===== src/rtl/present_pkg.sv =====
// rtl/present_pkg.sv - PRESENT-80 key schedule constants, FSM states and step helpers
package present_pkg;

  localparam int KEY_W = 80;
  localparam int RK_W  = 64;
  localparam int CNT_W = 5;
  localparam int IDX_W = 6;

  // Nibble i of each table sits at bits [(15-i)*4 +: 4] (entry 0 is the leftmost hex digit).
  localparam logic [63:0] SBOX     = 64'hC56B90AD3EF84712;
  localparam logic [63:0] SBOX_INV = 64'h5EF8C12DB463079A;

  typedef enum logic [1:0] {
    ST_IDLE   = 2'd0,
    ST_EXPAND = 2'd1,
    ST_SERVE  = 2'd2
  } ks_state_e;

  function automatic logic [3:0] sbox(input logic [3:0] x);
    return SBOX[(4'd15 - x) * 4 +: 4];
  endfunction

  function automatic logic [3:0] sbox_inv(input logic [3:0] x);
    return SBOX_INV[(4'd15 - x) * 4 +: 4];
  endfunction

  // Key bit 0 (MSB in the PRESENT numbering) is bit 79 here, so the
  // counter field k[60:64] lands on [19:15] and the S-box nibble on [79:76].
  function automatic logic [KEY_W-1:0] fwd_step(input logic [KEY_W-1:0] k,
                                                input logic [CNT_W-1:0] c);
    logic [KEY_W-1:0] r;
    r          = {k[18:0], k[79:19]};
    r[79:76]   = sbox(r[79:76]);
    r[19:15]   = r[19:15] ^ c;
    return r;
  endfunction

  // First half of the inverse step: undo the counter injection.
  function automatic logic [KEY_W-1:0] inv_unxor(input logic [KEY_W-1:0] k,
                                                 input logic [CNT_W-1:0] c);
    logic [KEY_W-1:0] r;
    r        = k;
    r[19:15] = r[19:15] ^ c;
    return r;
  endfunction

  // Second half: drop in the inverse-substituted nibble and undo the rotation.
  function automatic logic [KEY_W-1:0] inv_unrot(input logic [KEY_W-1:0] r_in,
                                                 input logic [3:0] nib);
    logic [KEY_W-1:0] r;
    r        = r_in;
    r[79:76] = nib;
    return {r[60:0], r[79:61]};
  endfunction

endpackage


===== src/rtl/present_sbox_inv.sv =====
// rtl/present_sbox_inv.sv - 4-bit combinational PRESENT inverse S-box
module present_sbox_inv
  import present_pkg::*;
(
  input  logic [3:0] din,
  output logic [3:0] dout
);

  // Pure table lookup; kept as its own cell so the inverse path has one clear S-box instance.
  always_comb begin
    dout = sbox_inv(din);
  end

endmodule


===== src/rtl/present_dec_key_sched.sv =====
// rtl/present_dec_key_sched.sv - PRESENT-80 decrypt-order round key scheduler (option: PRESENT_DK_SELFCHECK_EN)
module present_dec_key_sched
  import present_pkg::*;
#(
  parameter int ROUNDS = 31
) (
  input  logic        clk,
  input  logic        rst_n,
  input  logic        key_load,
  input  logic [79:0] key_in,
  output logic        busy,
  output logic        rk_valid,
  input  logic        rk_ready,
  output logic [63:0] rk,
  output logic [5:0]  rk_idx,
  output logic        err
);

  localparam logic [CNT_W-1:0] LAST_CNT = CNT_W'(ROUNDS);

  ks_state_e         state_q, state_d;
  logic [KEY_W-1:0]  kreg_q, kreg_d;
  logic [CNT_W-1:0]  cnt_q, cnt_d;

  logic [KEY_W-1:0]  inv_pre;
  logic [3:0]        inv_nib;
  logic [KEY_W-1:0]  kreg_inv;
  logic              serving;
  logic              hs;

  assign serving = (state_q == ST_SERVE);
  assign hs      = serving & rk_ready;

  assign inv_pre = inv_unxor(kreg_q, cnt_q);

  present_sbox_inv u_sbox_inv (
    .din  (inv_pre[79:76]),
    .dout (inv_nib)
  );

  assign kreg_inv = inv_unrot(inv_pre, inv_nib);

  // Outputs are decoded from state so reset and IDLE both present all-zero outputs.
  always_comb begin
    busy     = (state_q != ST_IDLE);
    rk_valid = serving;
    rk       = serving ? kreg_q[79:16] : '0;
    rk_idx   = serving ? (IDX_W'(cnt_q) + IDX_W'(1)) : '0;
  end

  // Next-state: load in IDLE, forward-expand to the last key, then walk back one step per handshake.
  always_comb begin
    state_d = state_q;
    kreg_d  = kreg_q;
    cnt_d   = cnt_q;
    unique case (state_q)
      ST_IDLE: begin
        if (key_load) begin
          kreg_d  = key_in;
          cnt_d   = CNT_W'(1);
          state_d = ST_EXPAND;
        end
      end
      ST_EXPAND: begin
        kreg_d = fwd_step(kreg_q, cnt_q);
        if (cnt_q == LAST_CNT) begin
          state_d = ST_SERVE;
        end else begin
          cnt_d = cnt_q + CNT_W'(1);
        end
      end
      ST_SERVE: begin
        if (hs) begin
          if (cnt_q != '0) begin
            kreg_d = kreg_inv;
            cnt_d  = cnt_q - CNT_W'(1);
          end else begin
            state_d = ST_IDLE;
          end
        end
      end
      default: state_d = ST_IDLE;
    endcase
  end

  // State, key and counter registers with synchronous reset.
  always_ff @(posedge clk) begin
    if (!rst_n) begin
      state_q <= ST_IDLE;
      kreg_q  <= '0;
      cnt_q   <= '0;
    end else begin
      state_q <= state_d;
      kreg_q  <= kreg_d;
      cnt_q   <= cnt_d;
    end
  end

`ifdef PRESENT_DK_SELFCHECK_EN
  logic [KEY_W-1:0] shadow_q;
  logic             err_q;

  // Remember the master key and flag a sticky error if the walk-back does not land on it.
  always_ff @(posedge clk) begin
    if (!rst_n) begin
      shadow_q <= '0;
      err_q    <= 1'b0;
    end else begin
      if ((state_q == ST_IDLE) && key_load) begin
        shadow_q <= key_in;
      end
      if (hs && (cnt_q == '0) && (kreg_q != shadow_q)) begin
        err_q <= 1'b1;
      end
    end
  end

  assign err = err_q;
`else
  assign err = 1'b0;
`endif

endmodule


===== config.mk =====
export PLATFORM = sky130hd
export DESIGN_NAME = present_dec_key_sched
export DESIGN_NICKNAME = d
export VERILOG_FILES = /design/src/rtl/present_pkg.sv /design/src/rtl/present_sbox_inv.sv /design/src/rtl/present_dec_key_sched.sv
export SDC_FILE = /design/constraint.sdc
export NUM_CORES = 1
export LEC_CHECK = 0
export ABC_AREA = 0
export CORE_MARGIN = 3
export CORE_UTILIZATION = 35
export CTS_CLUSTER_DIAMETER = 150
export DETAILED_ROUTE_END_ITERATION = 16
export GPL_ROUTABILITY_DRIVEN = 0
export PLACE_DENSITY = 0.68
export SYNTH_ARGS = -nofsm -noshare
export SYNTH_HDL_FRONTEND = slang
export SYNTH_SLANG_ARGS = --single-unit

===== constraint.sdc =====
create_clock -name clk -period 2.78 [get_ports clk]
set_input_delay 0.278 -clock clk [delete_from_list [all_inputs] [get_ports clk]]
set_output_delay 0.278 -clock clk [all_outputs]
set_load 0.005 [all_outputs]

==> implementation parameters, run 1 <==
Parameter                              Value

Outcome
  Outcome ... complete, no violations

Logic synthesis
  Post-Syn Area ... roughly 5600 sq um
  Top FF cell, synth ... dfxtp_1
  Fraction of registers with async set/reset ... 0
  Leading post-synthesis cells by instance count ... dfxtp_1, nand2_1, a21oi_1, o211ai_1, and2_1
  Most common cell in the netlist ... dfxtp_1
  Count of yosys warnings during synthesis ... 0
  Number of enable flip-flop cells after synthesis ... 0
  Post-synthesis cell type with the largest combined area ... dfxtp_1
  Area fraction of the dominant cell type after synthesis ... 0.313
  Number of unique standard cell types used by synthesis ... 55
  Synthesized instance count ... 675
  Top post-synthesis cells by area ... dfxtp_1, o211ai_1, a211o_1, and2_1, a21oi_1
  Sequential area share after synthesis ... 0.313
  Synthesized area divided by synthesized cell count ... 8.25 sq um
  Synthesized flop and latch total ... 87
  Net count after synthesis ... 781

Flow run
  Total of max-cap violations ... 0

Clock network
  Number of buffers inserted during clock tree synthesis ... 9
  Clk Latency, worst-skew pair ... 350 ps
  Post-CTS clock slew at the launch and capture registers of the worst setup and hold paths ... 60 ps
  Level count of the clock H-tree ... 3
  CTS tree ... yes
  Post-CTS Hold Fix Bufs ... 0
  Deepest clock path buffer count ... 2
  Root cell of the clock tree ... clkbuf_16
  Resized cells post-CTS ... 0
  Total setup buffers inserted after CTS ... 0
  Clock Sink Count ... 87

Timing
  Worst slew margin ... 0.617
  Crit path time final ... 2540 ps
  Final setup violating endpoints ... 0
  F_max ... 0.393 GHz
  Count of final max-slew check failures ... 0
  Smallest setup slack after layout ... 237 ps
  Share of the clock period used by the worst path after layout ... 0.915
  Hold Vio Cnt, Final ... 0
  Worst-case clock skew ... about 5.0 ps
  Actual slew at the worst max-slew pin ... between 500 and 600 ps
  Setup Total Neg Slack ... 0 ps
  Setup repair after global routing missed its margin ... false
  Worst slack on hold paths ... about 470 ps

Drt
  Met2 layer wire length in the routed design ... a little under 9 mm
  Total Routed Length ... around 19 mm
  Detailed Route Iter0 Violations ... 693
  Routed via count ... 5,819
  Sum of met3 wire segment lengths after detailed routing ... 1.38 mm
  Highest metal layer used by the detailed router ... met4
  DR vias/cell ... 5.84
  Wire per inst ... 19.3 um
  DRC violations left ... 0
  Iteration count of the initial detailed-routing pass ... 5
  Met1 wire length ... 8.58 mm
  Remaining antenna violation count ... 0

Critical path
  Critical Path RT ... around 2500 ps
  Register-to-Register Setup Slack ... between 300 and 400 ps
  Data arrival time at the worst-slack endpoint ... 2270 ps
  Endpoint of the worst register-to-register path ... kreg_q[18]
  R2r worst-path depth ... 7
  Capture point of the critical path ... rk_idx[0]
  Worst Setup Path Type ... flip-flop to primary output
  Origin of the critical flop-to-flop path ... cnt_q[0]
  Start point of the critical path ... state_q[0]
  Type of element launching the critical path ... flip-flop
  CP Capture Type ... primary output
  Worst-path maximum fanout ... 36

Layout
  Final core area utilization ... 0.491
  Share of cells above drive strength 1 ... 0.0535
  Number of nets in the final layout ... just under 900
  Antenna fix cells ... 0
  Area grow syn2layout ... 35.4%

Worst hold path
  HP Class ... flip-flop to flip-flop
  Hold Startpoint ... kreg_q[63]

Pwr
  Static leakage ... 2.77 nW
  Total power density per cell area ... 681 nW/um^2
  Maximum resistive drop on vdd ... 0.421 mV

Floorplanning
  Starting utilization of the core area ... 0.362
  Total core area ... 15,400 sq um
  Horizontal die dimension ... 132 um
  Area of the die ... 17,500 sq um
  Core Rows ... 45
  Vertical die dimension ... 132 um
  I/O pin count ... between 150 and 200

Placed design
  DP HPWL ... approximately 13 mm
  Setup slack at placement ... 444 ps
  Port bufs ... between 150 and 200

Global route
  Wire length of the first global-routing pass ... roughly 31 mm
  Number of global-route vias before repair ... around 5.6k
  Global router's overall resource usage ... 0.212
  Antenna violations before repair ... 0
  Maximum number of pins on one net before global-route repair ... 83
  Remaining Overflow, GRT ... 0
## worst min path at each step
stage	endpoint	cells past startpoint
after CTS	kreg_q[63]	2
final	kreg_q[63]	2
after global routing	kreg_q[68]	2
after floorplan	kreg_q[44]	2
after detailed placement	kreg_q[63]	2
after global placement	kreg_q[63]	2
## layer usage
metal / vias to the layer above / GRT usage
li1: 2701 / -
met1: 2761 / 0.291
met2: 325 / 0.334
met3: 32 / 0.0450
met4: 0 / 0.0694
met5: - / 0
## through the flow
step,total power [mW],cells,cell area [sq um]
after CTS,5.15,996,7540
after floorplan,3.30,675,5570
after global placement,3.82,981,7240
after detailed placement,3.91,981,7240
after global routing,5.46,996,7540
final,5.14,996,7540
## flip-flops by register name, summed over array words and instances, names as in the netlist
name     cells
cnt_q        5
state_q      2
kreg_q      80
## worst max-delay path, stage by stage, from the launching register on
cell and delay [ps]:
dfxtp_1 340, inv_1 140, ha_2 290, buf_4 360
nor2b_1 240, clkdlybuf4s50_1 540
## report_power, final
group	switching, mW	internal [mW]	total, mW
Combinational	1.12	0.942	2.07
Clock	0.496	0.739	1.23
Sequential	0.303	1.53	1.84
## kinds of logic after synthesis
kind of cell               synth area share
AOI/OAI and AO/OA                     0.351
and+or+nand+nor                       0.172
buffers and inverters                0.0665
DFF                                   0.313
adders and majority gates            0.0494
xor gates and xnor gates             0.0252
muxes                                0.0229
other                              0.000674
## layout make-up
| class | count | area [sq um] |
|---|---|---|
| Sequential cell | 87 | 1740 |
| Tap cell | 211 | 264 |
| Clock inverter | 3 | 42.5 |
| Clock buffer | 12 | 256 |
| Multi-Input combinational cell | 498 | 3460 |
| Inverter | 15 | 56.3 |
| Timing Repair Buffer | 170 | 1710 |
| Fill cell | 1414 | 7830 |
## layout by cell type, fill, tap and decap left out, types with 9 or more instances in the layout
master           Yosys  final
xor2_1              15     15
clkbuf_16            0      9
and2_1              68     68
nand2_1             82     82
inv_1               14     13
o211ai_1            78     78
a221o_1             20     20
a21oi_1             78     78
buf_4                2     11
dfxtp_1             87     87
clkdlybuf4s50_1      0    155
ha_1                22     19
a211o_1             53     53
No activity file was read; power rests on OpenSTA's default activity.
==> inputs of run 2 (changes only) <==
TNS_END_PERCENT = 1   (was not set)
==> results of run 2 <==
The final DEF is identical to that of run 1; final timing and power are the same.
